===== src/rtl/ddr_aw_scheduler.sv =====
`default_nettype none
// ============================================================================
// Module   : ddr_aw_scheduler
// Purpose  : Round-robin arbiter that shares the DDR write-address path among
//            NUM_CH video write channels. A granted channel receives the DDR
//            byte address (channel base + running frame offset), which is
//            pushed into an external address FIFO. A small pop-side FSM drains
//            that FIFO onto the AXI AW channel with a valid/ready handshake.
// Revision : 1.0 - initial release
// ----------------------------------------------------------------------------
// Ports
//   clk, tb_rst            clock, asynchronous active-high reset
//   ch_req/ch_ack          per-channel burst request (level) / grant pulse
//   ch_frame_sync          per-channel pulse, restarts the frame offset at 0
//   ch_frame_done          per-channel pulse when the frame offset wraps
//   cfg_base               per-channel frame base, channel i at [i*ADDR_W +: ADDR_W]
//   cfg_frame_bytes        frame size in bytes (multiple of the burst size)
//   fifo_wr_*              address FIFO push interface (+ almost_full)
//   fifo_rd_*              address FIFO pop interface (data 1 cycle after rd_en)
//   m_aw*                  AXI write-address channel master
// Optional feature macro: DDR_AW_SCHED_STATS_EN
//   adds stat_burst_cnt (AW handshakes, wraps) and stat_stall_cnt (cycles with
//   a request blocked by almost_full, saturates).
// ============================================================================
module ddr_aw_scheduler #(
    parameter int NUM_CH     = 4,
    parameter int ADDR_W     = 32,
    parameter int AWLEN      = 15,
    parameter int BEAT_BYTES = 32
) (
    input  logic                     clk,
    input  logic                     tb_rst,
    input  logic [NUM_CH-1:0]        ch_req,
    output logic [NUM_CH-1:0]        ch_ack,
    input  logic [NUM_CH-1:0]        ch_frame_sync,
    output logic [NUM_CH-1:0]        ch_frame_done,
    input  logic [NUM_CH*ADDR_W-1:0] cfg_base,
    input  logic [ADDR_W-1:0]        cfg_frame_bytes,
    output logic [ADDR_W-1:0]        fifo_wr_data,
    output logic                     fifo_wr_en,
    input  logic                     fifo_almost_full,
    output logic                     fifo_rd_en,
    input  logic [ADDR_W-1:0]        fifo_rd_data,
    input  logic                     fifo_rd_empty,
    output logic [ADDR_W-1:0]        m_awaddr,
    output logic [7:0]               m_awlen,
    output logic                     m_awvalid,
    input  logic                     m_awready
`ifdef DDR_AW_SCHED_STATS_EN
    ,
    output logic [31:0]              stat_burst_cnt,
    output logic [15:0]              stat_stall_cnt
`endif
);

    localparam int                BURST_BYTES = (AWLEN + 1) * BEAT_BYTES;
    localparam logic [ADDR_W-1:0] C_BURST_INC = ADDR_W'(BURST_BYTES);
    localparam int                PTR_W       = (NUM_CH > 1) ? $clog2(NUM_CH) : 1;
    localparam logic [PTR_W:0]    C_NUM_CH    = (PTR_W + 1)'(NUM_CH);
    localparam logic [PTR_W-1:0]  C_LAST_CH   = PTR_W'(NUM_CH - 1);

    // ------------------------------------------------------------------------
    // Push side: arbitration and address generation
    // ------------------------------------------------------------------------
    logic [ADDR_W-1:0] w_base   [NUM_CH];
    logic [ADDR_W-1:0] r_offset [NUM_CH];
    logic [NUM_CH-1:0] w_elig;
    logic              w_gnt_vld;
    logic [PTR_W-1:0]  w_gnt_idx;
    logic [PTR_W-1:0]  r_rr_ptr;
    logic [ADDR_W-1:0] w_gnt_off;
    logic [ADDR_W-1:0] w_off_inc;
    logic              w_wrap;
    logic [NUM_CH-1:0] r_ack;
    logic [NUM_CH-1:0] r_frame_done;
    logic              r_wr_en;
    logic [ADDR_W-1:0] r_wr_data;

    generate
        for (genvar gi = 0; gi < NUM_CH; gi++) begin : g_base
            assign w_base[gi] = cfg_base[gi*ADDR_W +: ADDR_W];
        end
    endgenerate

    // A channel acked this cycle is still showing its old request level; it
    // must not win again before the requester has had a chance to drop it.
    assign w_elig = ch_req & ~ch_frame_sync & ~r_ack & {NUM_CH{~fifo_almost_full}};

    // Rotating priority: search from r_rr_ptr upward. The loop runs from the
    // farthest candidate to the nearest so the nearest eligible one wins.
    always_comb begin
        logic [PTR_W:0] idx;
        idx       = '0;
        w_gnt_vld = 1'b0;
        w_gnt_idx = '0;
        for (int k = NUM_CH - 1; k >= 0; k--) begin
            idx = {1'b0, r_rr_ptr} + (PTR_W + 1)'(k);
            if (idx >= C_NUM_CH) begin
                idx = idx - C_NUM_CH;
            end
            if (w_elig[idx[PTR_W-1:0]]) begin
                w_gnt_vld = 1'b1;
                w_gnt_idx = idx[PTR_W-1:0];
            end
        end
    end

    assign w_gnt_off = r_offset[w_gnt_idx];
    assign w_off_inc = w_gnt_off + C_BURST_INC;
    assign w_wrap    = (w_off_inc >= cfg_frame_bytes);

    always_ff @(posedge clk or posedge tb_rst) begin
        if (tb_rst) begin
            r_ack        <= '0;
            r_frame_done <= '0;
            r_wr_en      <= 1'b0;
            r_wr_data    <= '0;
            r_rr_ptr     <= '0;
            for (int i = 0; i < NUM_CH; i++) begin
                r_offset[i] <= '0;
            end
        end else begin
            r_ack        <= '0;
            r_frame_done <= '0;
            r_wr_en      <= w_gnt_vld;
            // A syncing channel is never granted in the same cycle, so these
            // clears cannot collide with the offset update below.
            for (int i = 0; i < NUM_CH; i++) begin
                if (ch_frame_sync[i]) begin
                    r_offset[i] <= '0;
                end
            end
            if (w_gnt_vld) begin
                r_ack[w_gnt_idx]        <= 1'b1;
                r_frame_done[w_gnt_idx] <= w_wrap;
                r_wr_data               <= w_base[w_gnt_idx] + w_gnt_off;
                r_offset[w_gnt_idx]     <= w_wrap ? '0 : w_off_inc;
                r_rr_ptr                <= (w_gnt_idx == C_LAST_CH) ? '0 : w_gnt_idx + 1'b1;
            end
        end
    end

    assign ch_ack        = r_ack;
    assign ch_frame_done = r_frame_done;
    assign fifo_wr_en    = r_wr_en;
    assign fifo_wr_data  = r_wr_data;

    // ------------------------------------------------------------------------
    // Pop side: FIFO -> AXI AW
    // ------------------------------------------------------------------------
    typedef enum logic [1:0] {
        ST_IDLE  = 2'd0,
        ST_FETCH = 2'd1,
        ST_HOLD  = 2'd2
    } pop_state_t;

    pop_state_t        r_state;
    pop_state_t        w_state_nxt;
    logic              w_rd_en;
    logic              w_load;
    logic              w_clear;
    logic [ADDR_W-1:0] r_awaddr;
    logic              r_awvalid;

    always_ff @(posedge clk or posedge tb_rst) begin
        if (tb_rst) begin
            r_state <= ST_IDLE;
        end else begin
            r_state <= w_state_nxt;
        end
    end

    // The FIFO has no output register: data popped in one cycle is on
    // fifo_rd_data in the next, which is the FETCH state.
    always_comb begin
        w_state_nxt = r_state;
        w_rd_en     = 1'b0;
        w_load      = 1'b0;
        w_clear     = 1'b0;
        unique case (r_state)
            ST_IDLE: begin
                if (!fifo_rd_empty) begin
                    w_rd_en     = 1'b1;
                    w_state_nxt = ST_FETCH;
                end
            end
            ST_FETCH: begin
                w_load      = 1'b1;
                w_state_nxt = ST_HOLD;
            end
            ST_HOLD: begin
                if (m_awready) begin
                    w_clear = 1'b1;
                    if (!fifo_rd_empty) begin
                        w_rd_en     = 1'b1;
                        w_state_nxt = ST_FETCH;
                    end else begin
                        w_state_nxt = ST_IDLE;
                    end
                end
            end
            default: begin
                w_state_nxt = ST_IDLE;
            end
        endcase
    end

    always_ff @(posedge clk or posedge tb_rst) begin
        if (tb_rst) begin
            r_awaddr  <= '0;
            r_awvalid <= 1'b0;
        end else begin
            if (w_load) begin
                r_awaddr  <= fifo_rd_data;
                r_awvalid <= 1'b1;
            end else if (w_clear) begin
                r_awvalid <= 1'b0;
            end
        end
    end

    assign fifo_rd_en = w_rd_en;
    assign m_awaddr   = r_awaddr;
    assign m_awvalid  = r_awvalid;
    assign m_awlen    = 8'(AWLEN);

`ifdef DDR_AW_SCHED_STATS_EN
    // ------------------------------------------------------------------------
    // Statistics
    // ------------------------------------------------------------------------
    logic [31:0] r_burst_cnt;
    logic [15:0] r_stall_cnt;

    always_ff @(posedge clk or posedge tb_rst) begin
        if (tb_rst) begin
            r_burst_cnt <= '0;
            r_stall_cnt <= '0;
        end else begin
            if (r_awvalid && m_awready) begin
                r_burst_cnt <= r_burst_cnt + 32'd1;
            end
            if ((|ch_req) && fifo_almost_full && (r_stall_cnt != 16'hFFFF)) begin
                r_stall_cnt <= r_stall_cnt + 16'd1;
            end
        end
    end

    assign stat_burst_cnt = r_burst_cnt;
    assign stat_stall_cnt = r_stall_cnt;
`endif

endmodule

`default_nettype wire


===== config.mk =====
export PLATFORM = sky130hd
export DESIGN_NAME = ddr_aw_scheduler
export DESIGN_NICKNAME = d
export VERILOG_FILES = /design/src/rtl/ddr_aw_scheduler.sv
export SDC_FILE = /design/constraint.sdc
export NUM_CORES = 1
export LEC_CHECK = 0
export CORE_ASPECT_RATIO = 1.5
export CORE_MARGIN = 2
export CORE_UTILIZATION = 38
export DETAILED_ROUTE_END_ITERATION = 8
export PLACE_DENSITY = 0.72
export SLEW_MARGIN = 20
export SYNTH_ARGS = -nofsm -noshare
export SYNTH_HDL_FRONTEND = slang
export SYNTH_SLANG_ARGS = --single-unit

===== constraint.sdc =====
create_clock -name clk -period 11.85 [get_ports clk]
set_input_delay 2.37 -clock clk [delete_from_list [all_inputs] [get_ports clk]]
set_output_delay 2.37 -clock clk [all_outputs]
set_load 0.03 [all_outputs]

==> flow_summary.ini, run 1 <==
[run_status]
run_status = finished, final reports clean

[cts]
cts-root-to-sink-buffers = 3
clock_insertion_delay_at_the_later_pin_of_the_skew_report_ps = 510
cts.sink_count = 206
htreeDepth = 1
cts_setup_buffers = 0
cts_hold_buffers = 0
cts_tree = built
root_buffer = sky130_fd_sc_hd__clkbuf_16
cts_resized = 0
cts_buffers = 22
cts.reportedPaths.clkPinSlew_ps = 70

[worst_setup_path]
end_kind = flop
crit_chain = clkdlybuf4s50_1 > nor4b_2 > a21oi_1 > o21a_1 > o22ai_4 > buf_4 > mux2_2 > nor4_4 > and2_1 > nand2_1 > xnor2_1 > ha_1 > a21o_1 > a21oi_1 > o21ai_0 > a41oi_1 > o41ai_1 > a221oi_1 > o21a_1 > and2_1 > buf_4 > a22o_1
worst-r2r-setup-slack_ps = 4550
timing.rr.start = ch_ack[3]$_DFF_PP0_
worstReg2RegEnd = r_offset[13]$_DFF_PP0_
cp_data_required_time_ps = 12280
crit_path_max_fanout = 28
timing.critical_path.arrival_ps = 9750
critPathSlowestCell = sky130_fd_sc_hd__o22ai_4
slowest_delay_ps = 620
crit_buf_inv = 3
ff2ff_path_depth = 19
critPathKind = input port to flop
critical-path-top-delay-family = compound AO/OA/AOI/OAI gates
critical_path.startpoint_type = input port

[detailed_routing]
first_iter_violations = 618
route.antenna.remaining_nets = 0
postRouteWirelength_um = 36600
wl_per_cell_um = 18.9
dr_total_vias = 10800
wl_met3_um = 2300
dr_wl_met2_um = 18500
route.detailed.vias_per_inst = 5.58
post-route-drc-count = 0
pre_repair_dr_iteration_count = 5
routedLengthMet1_um = 14800
top_layer_used = met4

[power_and_ir_drop]
p_total_mw = 2.45
cellPowerDensity_nw_per_um2 = 151
power.ir.vdd_worst_v = 0.0000875
total_leakage_power_nw = 7.54

[floorplan]
core_area_um2 = 31900
floorplan.rows = 80
num_io_pins = 288
die-width_um = 151
initial_utilization = 0.386
die_height_um = 225
floorplan.die_area_um2 = 33900

[min_path]
timing.hold.worst.class = flop to flop
holdPathEnd = fifo_wr_data[29]$_DFFE_PP0N_
hold_start = fifo_wr_data[29]$_DFFE_PP0N_
worst_hold_path.num_cells = 2

[timing]
final_period_minus_worst_setup_slack_ps = 9320
report.final.slew_viol_count = 0
rsz0062_at_grt = no
period_share = 0.786
worst_hold_slack_ps = 486
finalHoldViolations = 0
timing.clock.skew_ps = 7.56
timing.final.setup_violations = 0
finalSetupTns_ps = 0
tightestPinTransition_ps = 969
relSlewSlack = 0.345
max_clock_freq_ghz = 0.107

[synthesis]
synth.distinct_cells = 65
syn-cell-area_um2 = 12300
yosys.cell_count.top_type = sky130_fd_sc_hd__dfrtp_1
synth.top_cells.by_count = sky130_fd_sc_hd__dfrtp_1, sky130_fd_sc_hd__nand2_1, sky130_fd_sc_hd__a22o_1
yosys_most_used_dff = sky130_fd_sc_hd__dfrtp_1
synth.yosys.warnings = 0
number_of_flops_mapped_to_enable_cells_by_yosys = 0
post_synth_main_area_contributors = sky130_fd_sc_hd__dfrtp_1, sky130_fd_sc_hd__a22o_1, sky130_fd_sc_hd__ha_1, sky130_fd_sc_hd__nand2_1, sky130_fd_sc_hd__mux2_2
synth_sequential_area_ratio = 0.418
post_synth_inst_count = 1263
synth_top_area_share = 0.418
synth.avg_cell_area_um2 = 9.76
postSynth.asyncResetShare = 1.00
ys_seq_elements = 206
post-synth-top-area-cell = sky130_fd_sc_hd__dfrtp_1

[finish]
design_area_um2 = 16200
number_of_filler_instances_in_the_final_layout = 2908
final_layout_size_suffix_gt1_frac = 0.0892
final_nets = 1783
area_growth_syn_to_layout_pct = 31.7
antenna_cells_inserted = 0

[global_route]
grt_antenna_before_repair = 0
wire_length_of_the_first_global_routing_pass_um = 57300
grt_pass1_vias = 10900
grt_overflow = 0
track_usage = 0.211
grt_max_degree = 91

[placement]
dpl_cell_area_um2 = 15500
hpwl_um = 26800
placement.io_buffers = 279
routabilityCongestion = 0.906

[job]
maxCapViolCount = 0
==> area by class of cell <==
class | instances | area [µm²] | share of cell area
multi-input cells | 914 | 6600 | 0.406
repair buffers | 297 | 2930 | 0.180
clock buffers | 31 | 666 | 0.0410
flip-flops and latches | 206 | 5150 | 0.317
well taps | 410 | 513 | 0.0316
clock inverters | 7 | 113 | 0.00693
inverters | 69 | 267 | 0.0164
==> cells by family after synthesis <==
logic type	share of synthesized area
flops	0.418
other cells	0.000609
xor+xnor	0.0359
simple gates	0.143
mux	0.0883
compound gates	0.192
fa+ha+maj	0.0696
buf+inv	0.0525
==> tightest hold or removal path: cells and delay by family, from the launching register on <==
family,cells,cell delay (ps)
flops,1,340
simple gates,1,50
compound gates,1,60
==> sequential cells by signal, summed over array words and instances (netlist names), 2 cells and up <==
signal / cells
r_rr_ptr: 2
r_offset: 128
ch_ack: 4
fifo_wr_data: 32
r_state: 2
m_awaddr: 32
ch_frame_done: 4
==> metrics by stage <==
| stage | util | cells | worst slack, ps |
|---|---|---|---|
| 6_report | 0.509 | 1934 | 2530 |
| 3_3_place_gp | 0.484 | 1896 | 2230 |
| 5_1_grt | 0.509 | 1934 | 2000 |
| 2_1_floorplan | - | 1269 | 3860 |
| 4_1_cts | 0.509 | 1934 | 2580 |
| 3_5_place_dp | 0.484 | 1896 | 2050 |
==> report_power, final <==
| group | switching [mW] | internal, mW |
|---|---|---|
| Combinational | 0.482 | 0.371 |
| Clock | 0.284 | 0.455 |
| Sequential | 0.0552 | 0.800 |
==> cell usage in the layout, fill, tap and decap left out, drive strengths merged, types with 30 or more instances in the layout <==
| cell type | synthesis | final |
|---|---|---|
| xnor2 | 30 | 30 |
| clkdlybuf4s50 | 0 | 279 |
| a31oi | 48 | 48 |
| and3 | 42 | 42 |
| mux2i | 54 | 54 |
| clkbuf | 57 | 31 |
| o21ai | 35 | 35 |
| nor2 | 45 | 45 |
| ha | 67 | 67 |
| inv | 69 | 69 |
| nand2 | 199 | 199 |
| a22o | 128 | 128 |
| a21oi | 49 | 49 |
| dfrtp | 206 | 206 |
| mux2 | 48 | 48 |
==> per-layer routing <==
metal  vias to the layer above  track usage
li1                       5005            -
met1                      5315        0.259
met2                       405        0.380
met3                        64       0.0296
met4                         0       0.0633
met5                         -            0
==> worst max-delay path by stage <==
stage / from / end / slack, ps / cells past startpoint
after floorplan: tb_rst / ch_ack[0]$_DFF_PP0_ / 3860 / 1
after detailed placement: fifo_almost_full / r_offset[76]$_DFF_PP0_ / 2050 / 21
after global placement: fifo_almost_full / r_offset[92]$_DFF_PP0_ / 2230 / 21
final: fifo_almost_full / r_offset[13]$_DFF_PP0_ / 2530 / 22
after global routing: fifo_almost_full / r_offset[71]$_DFF_PP0_ / 2000 / 22
after CTS: fifo_almost_full / r_offset[71]$_DFF_PP0_ / 2580 / 21
(Power assumes the default switching activity.)
==> run 2, diff against run 1 <==
==> constraint.sdc (replaced) <==
create_clock -name clk -period 9.4 [get_ports clk]
set_input_delay 1.88 -clock clk [delete_from_list [all_inputs] [get_ports clk]]
set_output_delay 1.88 -clock clk [all_outputs]
set_load 0.03 [all_outputs]
==> flow_summary.ini, run 2 (synthesis results as in run 1) <==
[finish]
post-route-util = 0.510
fin_cells = 1940
antenna_cells_inserted = 0
max_flop_register = r_offset
final_nets = 1789
final_layout_size_suffix_gt1_frac = 0.0915
most-common-layout-cells = sky130_fd_sc_hd__clkdlybuf4s50_1, sky130_fd_sc_hd__dfrtp_1, sky130_fd_sc_hd__nand2_1
final_common_cell = sky130_fd_sc_hd__clkdlybuf4s50_1
largest_register_ffs = 128
area_growth_syn_to_layout_pct = 32.1

[timing]
rsz0062_at_grt = no
worst_hold_slack_ps = 479
tightestPinTransition_ps = 1060
report.final.slew_viol_count = 0
final_period_minus_worst_setup_slack_ps = 8350
timing.clock.skew_ps = 24.7
period_share = 0.888
timing.final.setup_violations = 0
finalHoldViolations = 0
finalSetupTns_ps = 0
relSlewSlack = 0.293
max_clock_freq_ghz = 0.120

[global_route]
track_usage = 0.217
grt_pass1_vias = 10900
grt_overflow = 0
grt_max_degree = 126
grt_antenna_before_repair = 0
wire_length_of_the_first_global_routing_pass_um = 58500

[cts]
cts_tree = built
htreeDepth = 1
cts.reportedPaths.clkPinSlew_ps = 60
cts-root-to-sink-buffers = 3
cts_buffers = 22
root_buffer = sky130_fd_sc_hd__clkbuf_16
cts_setup_buffers = 0
clock_insertion_delay_at_the_later_pin_of_the_skew_report_ps = 520
cts.sink_count = 206
cts_resized = 0
cts_hold_buffers = 0

[worst_setup_path]
end_kind = flop
critPathKind = input port to flop
critical-path-top-delay-family = compound AO/OA/AOI/OAI gates
cp_data_required_time_ps = 9820
crit_chain = clkdlybuf4s50_1 > nor4b_1 > nand2_1 > o221a_4 > inv_2 > nand2_1 > and3_1 > a31oi_1 > ha_1 > inv_1 > fa_1 > nor2b_1 > o211ai_1 > a31oi_1 > o221ai_1 > a2111oi_0 > o211ai_1 > a211oi_1 > o21ai_0 > and3_1 > o31ai_1
slowest_delay_ps = 900
timing.critical_path.arrival_ps = 8770
crit_path_max_fanout = 35
critical_path.startpoint_type = input port
critPathSlowestCell = sky130_fd_sc_hd__nor4b_1
crit_buf_inv = 3

[placement]
post_place_cells = 1902
hpwl_um = 26800
placement.io_buffers = 279
routabilityCongestion = 0.879

[detailed_routing]
dr_total_vias = 10700
route.antenna.remaining_nets = 0
postRouteWirelength_um = 36800
pre_repair_dr_iteration_count = 8
post-route-drc-count = 0
wl_per_cell_um = 19.0
route.detailed.vias_per_inst = 5.53
first_iter_violations = 723

[job]
maxCapViolCount = 0

[floorplan]
die_height_um = 225
floorplan.rows = 80
core_area_um2 = 31900
floorplan.die_area_um2 = 33900
num_io_pins = 288
die-width_um = 151
initial_utilization = 0.386

[power_and_ir_drop]
total_leakage_power_nw = 7.57
cellPowerDensity_nw_per_um2 = 189
power.ir.vdd_worst_v = 0.000166

[min_path]
timing.hold.worst.class = flop to flop

[run_status]
run_status = finished, final reports clean
==> run 2: changes by cell type in the layout (fill, tap and decap cells not counted) <==
cell | before | now
sky130_fd_sc_hd__clkbuf_1 | 2 | 4
sky130_fd_sc_hd__buf_12 | 0 | 1
sky130_fd_sc_hd__clkinv_2 | 3 | 4
sky130_fd_sc_hd__nor2_4 | 2 | 4
sky130_fd_sc_hd__clkinvlp_4 | 1 | 0
sky130_fd_sc_hd__clkbuf_8 | 6 | 3
sky130_fd_sc_hd__buf_4 | 18 | 22
sky130_fd_sc_hd__inv_6 | 0 | 1
sky130_fd_sc_hd__nor2_2 | 3 | 1
sky130_fd_sc_hd__buf_6 | 0 | 1
==> run 2: path summary, 6_finish.rpt <==
check	from	endpoint	slack, ps	cells after the start
worst max register to register	ch_ack[2]$_DFF_PP0_	fifo_wr_data[30]$_DFFE_PP0N_	2700	20
min in group asynchronous	tb_rst	m_awaddr[24]$_DFFE_PP0P_	1930	2
max in group asynchronous	tb_rst	r_offset[111]$_DFF_PP0_	6200	3
worst min register to register	fifo_wr_data[24]$_DFFE_PP0N_	fifo_wr_data[24]$_DFFE_PP0N_	480	2
worst min-delay path	fifo_wr_data[24]$_DFFE_PP0N_	fifo_wr_data[24]$_DFFE_PP0N_	480	2
worst max-delay path	fifo_almost_full	fifo_wr_data[30]$_DFFE_PP0N_	1050	21
==> run 2: through the flow <==
stage	power (mW)	worst slack, ps	area (µm²)
floorplan	1.73	1900	12300
global placement	2.16	896	15500
detailed placement	2.18	661	15500
CTS	3.10	1190	16300
global route	3.23	681	16300
finish	3.07	1050	16300
==> run 2: worst register-to-register path: cells and delay by family, from the launching register on <==
family / cells / cell delay (ps)
and+or+nand+nor: 6 / 1640
buffers and inverters: 2 / 660
DFF: 1 / 380
AOI/OAI and AO/OA: 10 / 3290
adders and majority gates: 2 / 650
==> run 2: metal layers <==
layer  vias to the layer above  GRT usage  part of all wire
li1                       5013          -                 -
met1                      5255      0.263              0.40
met2                       401      0.387              0.51
met3                        63     0.0325             0.058
met4                         0     0.0763             0.034
met5                         -          0                 0
==> run 2: layout make-up <==
class / count / area [µm²]
fillers: 2861 / 15600
multi-input cells: 914 / 6610
flip-flops and latches: 206 / 5150
repair buffers: 303 / 2990
clock buffers: 30 / 632
well taps: 410 / 513
inverters: 69 / 267
clock inverters: 8 / 119
==> run 2: power by group <==
| group | internal [mW] | switching [mW] | leakage [nW] |
|---|---|---|---|
| registers | 1.01 | 0.0669 | 2.71 |
| logic | 0.472 | 0.614 | 4.48 |
| clock network | 0.552 | 0.359 | 0.372 |
| total | 2.03 | 1.04 | 7.57 |
==> run 3, diff against run 2 <==
--- a/config.mk
+++ b/config.mk
@@ -6,10 +6,9 @@
 export NUM_CORES = 1
 export LEC_CHECK = 0
 export CORE_ASPECT_RATIO = 1.5
-export CORE_MARGIN = 2
 export CORE_UTILIZATION = 38
 export DETAILED_ROUTE_END_ITERATION = 8
-export PLACE_DENSITY = 0.72
+export PLACE_DENSITY_LB_ADDON = 0.2
 export SLEW_MARGIN = 20
 export SYNTH_ARGS = -nofsm -noshare
 export SYNTH_HDL_FRONTEND = slang
==> flow_summary.ini, run 3 (synthesis results as in run 1) <==
[cts]
cts-root-to-sink-buffers = 3
root_buffer = sky130_fd_sc_hd__clkbuf_16
cts_setup_buffers = 0
htreeDepth = 1
cts_resized = 0
cts_tree = built
cts.sink_count = 206
clock_insertion_delay_at_the_later_pin_of_the_skew_report_ps = 530
cts_hold_buffers = 0
cts.reportedPaths.clkPinSlew_ps = 60
cts_buffers = 22

[detailed_routing]
routedLengthMet1_um = 14900
route.detailed.vias_per_inst = 5.42
route.antenna.remaining_nets = 0
first_iter_violations = 470
dr_total_vias = 10600
top_layer_used = met4
wl_per_cell_um = 19.2
post-route-drc-count = 0
pre_repair_dr_iteration_count = 5
dr_wl_met2_um = 18700
postRouteWirelength_um = 37500
wl_met3_um = 2690

[power_and_ir_drop]
share_seq_of_total_power = 0.344
power.share.switching = 0.342
intPower_mw = 2.05
p_total_mw = 3.12
power.net_switching_mw = 1.07
fraction_of_power_consumed_by_combinational_cells = 0.349
power.ir.vdd_worst_v = 0.0000915
total_leakage_power_nw = 7.60
cellPowerDensity_nw_per_um2 = 190
p_clk_frac = 0.306

[min_path]
hold_start = fifo_wr_data[0]$_DFFE_PP0N_
holdPathEnd = fifo_wr_data[0]$_DFFE_PP0N_
timing.hold.worst.class = flop to flop
worst_hold_path.num_cells = 2

[run_status]
run_status = finished, final reports clean

[timing]
fin_ws_ps = 1500
tightestPinTransition_ps = 1030
timing.final.setup_violations = 0
period_share = 0.841
rsz0062_at_grt = no
relSlewSlack = 0.313
finalSetupTns_ps = 0
finalHoldViolations = 0
timing.clock.skew_ps = 18.5
report.final.slew_viol_count = 0
final_period_minus_worst_setup_slack_ps = 7900
max_clock_freq_ghz = 0.127

[worst_setup_path]
critical_path.startpoint_type = input port
worstReg2RegEnd = r_offset[66]$_DFF_PP0_
slowest_delay_ps = 640
critPathSlowestCell = sky130_fd_sc_hd__nor4b_2
critPathKind = input port to flop
crit_chain = clkdlybuf4s50_1 > nor4b_2 > a21oi_1 > o21a_1 > o22ai_4 > mux2_2 > inv_1 > ha_1 > and2_1 > and2_1 > xnor2_1 > ha_1 > a21o_1 > a21o_1 > a21oi_1 > o21ai_0 > a41oi_1 > o41ai_1 > a221oi_1 > o21a_1 > and2_1 > buf_4 > a22o_1
crit_path_max_fanout = 17
timing.critical_path.arrival_ps = 8350
worst-r2r-setup-slack_ps = 3040
timing.critical_path.mode_cell = sky130_fd_sc_hd__and2_1
timing.rr.start = ch_ack[0]$_DFF_PP0_
ff2ff_path_depth = 22
cp_data_required_time_ps = 9850
end_kind = flop

[global_route]
grt_max_degree = 138
grt_pass1_vias = 10800
wire_length_of_the_first_global_routing_pass_um = 59200
grt_antenna_before_repair = 0
track_usage = 0.228
grt_overflow = 0

[finish]
antenna_cells_inserted = 0
most-common-layout-cells = sky130_fd_sc_hd__clkdlybuf4s50_1, sky130_fd_sc_hd__dfrtp_1, sky130_fd_sc_hd__nand2_1
number_of_filler_instances_in_the_final_layout = 2922
final_common_cell = sky130_fd_sc_hd__clkdlybuf4s50_1
area_growth_syn_to_layout_pct = 32.9
final_nets = 1796
final_layout_size_suffix_gt1_frac = 0.0994
largest_register_ffs = 128
multiInputGateArea_um2 = 6610
max_flop_register = r_offset
seqCellArea_um2 = 5150

[floorplan]
core_area_um2 = 31800
floorplan.rows = 80
initial_utilization = 0.387
die_height_um = 223
die-width_um = 149
floorplan.die_area_um2 = 33200
num_io_pins = 288

[job]
maxCapViolCount = 0

[placement]
hpwl_um = 27200
routabilityCongestion = 0.869
placement.io_buffers = 279
post-place-ws_ps = 911
==> run 3: changes by cell type in the layout (fill, tap and decap cells not counted), sizes merged <==
| cell | previous run | this run |
|---|---|---|
| clkbuf | 30 | 25 |
| buf | 24 | 31 |
| bufinv | 3 | 4 |
| clkinv | 4 | 5 |
| clkinvlp | 0 | 5 |
==> run 3: worst max path at each step <==
stage	start	endpoint	slack, ps	cells after the start
finish	fifo_almost_full	r_offset[66]$_DFF_PP0_	1500	23
floorplan	tb_rst	ch_ack[0]$_DFF_PP0_	1900	1
global placement	fifo_almost_full	r_offset[66]$_DFF_PP0_	1120	23
global route	fifo_almost_full	r_offset[67]$_DFF_PP0_	1010	23
CTS	fifo_almost_full	r_offset[67]$_DFF_PP0_	1470	23
detailed placement	fifo_almost_full	r_offset[64]$_DFF_PP0_	910	23
==> run 3: per-stage QoR <==
| stage | cell area, µm² | hold WS, ps | utilization | cells |
|---|---|---|---|---|
| finish | 16400 | 475 | 0.515 | 1949 |
| global route | 16400 | 492 | 0.515 | 1949 |
| CTS | 16400 | 478 | 0.515 | 1949 |
| detailed placement | 15600 | 460 | 0.490 | 1909 |
| global placement | 15600 | 455 | 0.490 | 1909 |
| floorplan | 12300 | 455 | - | 1269 |
==> run 3: routing by layer <==
metal / vias up / GRT usage
li1: 5029 / -
met1: 5049 / 0.274
met2: 410 / 0.397
met3: 69 / 0.0433
met4: 0 / 0.0882
met5: - / 0
==> run 3: power by group through the flow <==
stage          Combinational (mW)  Clock (mW)  Sequential (mW)
6_report                     1.09       0.955             1.07
5_1_grt                      1.18        1.01             1.09
4_1_cts                      1.10       0.974             1.08
3_5_place_dp                 1.09           0             1.09
3_3_place_gp                 1.09           0             1.09
2_1_floorplan               0.425           0             1.30
==> run 3: critical path, delay by kind of cell <==
kind	cells	cell delay [ps]
AO/OA/AOI/OAI	12	2740
AND/OR/NAND/NOR	4	1430
buffers and inverters	3	1000
adder cells (fa/ha/maj)	2	530
multiplexers	1	500
XOR/XNOR	1	250
==> run 3: area by class of cell <==
class,count,area share
Clock buffer,25,0.0362
Tap cell,410,0.0313
Clock inverter,15,0.0119
Sequential cell,206,0.315
Inverter,69,0.0163
Timing Repair Buffer,310,0.186
Multi-Input combinational cell,914,0.403
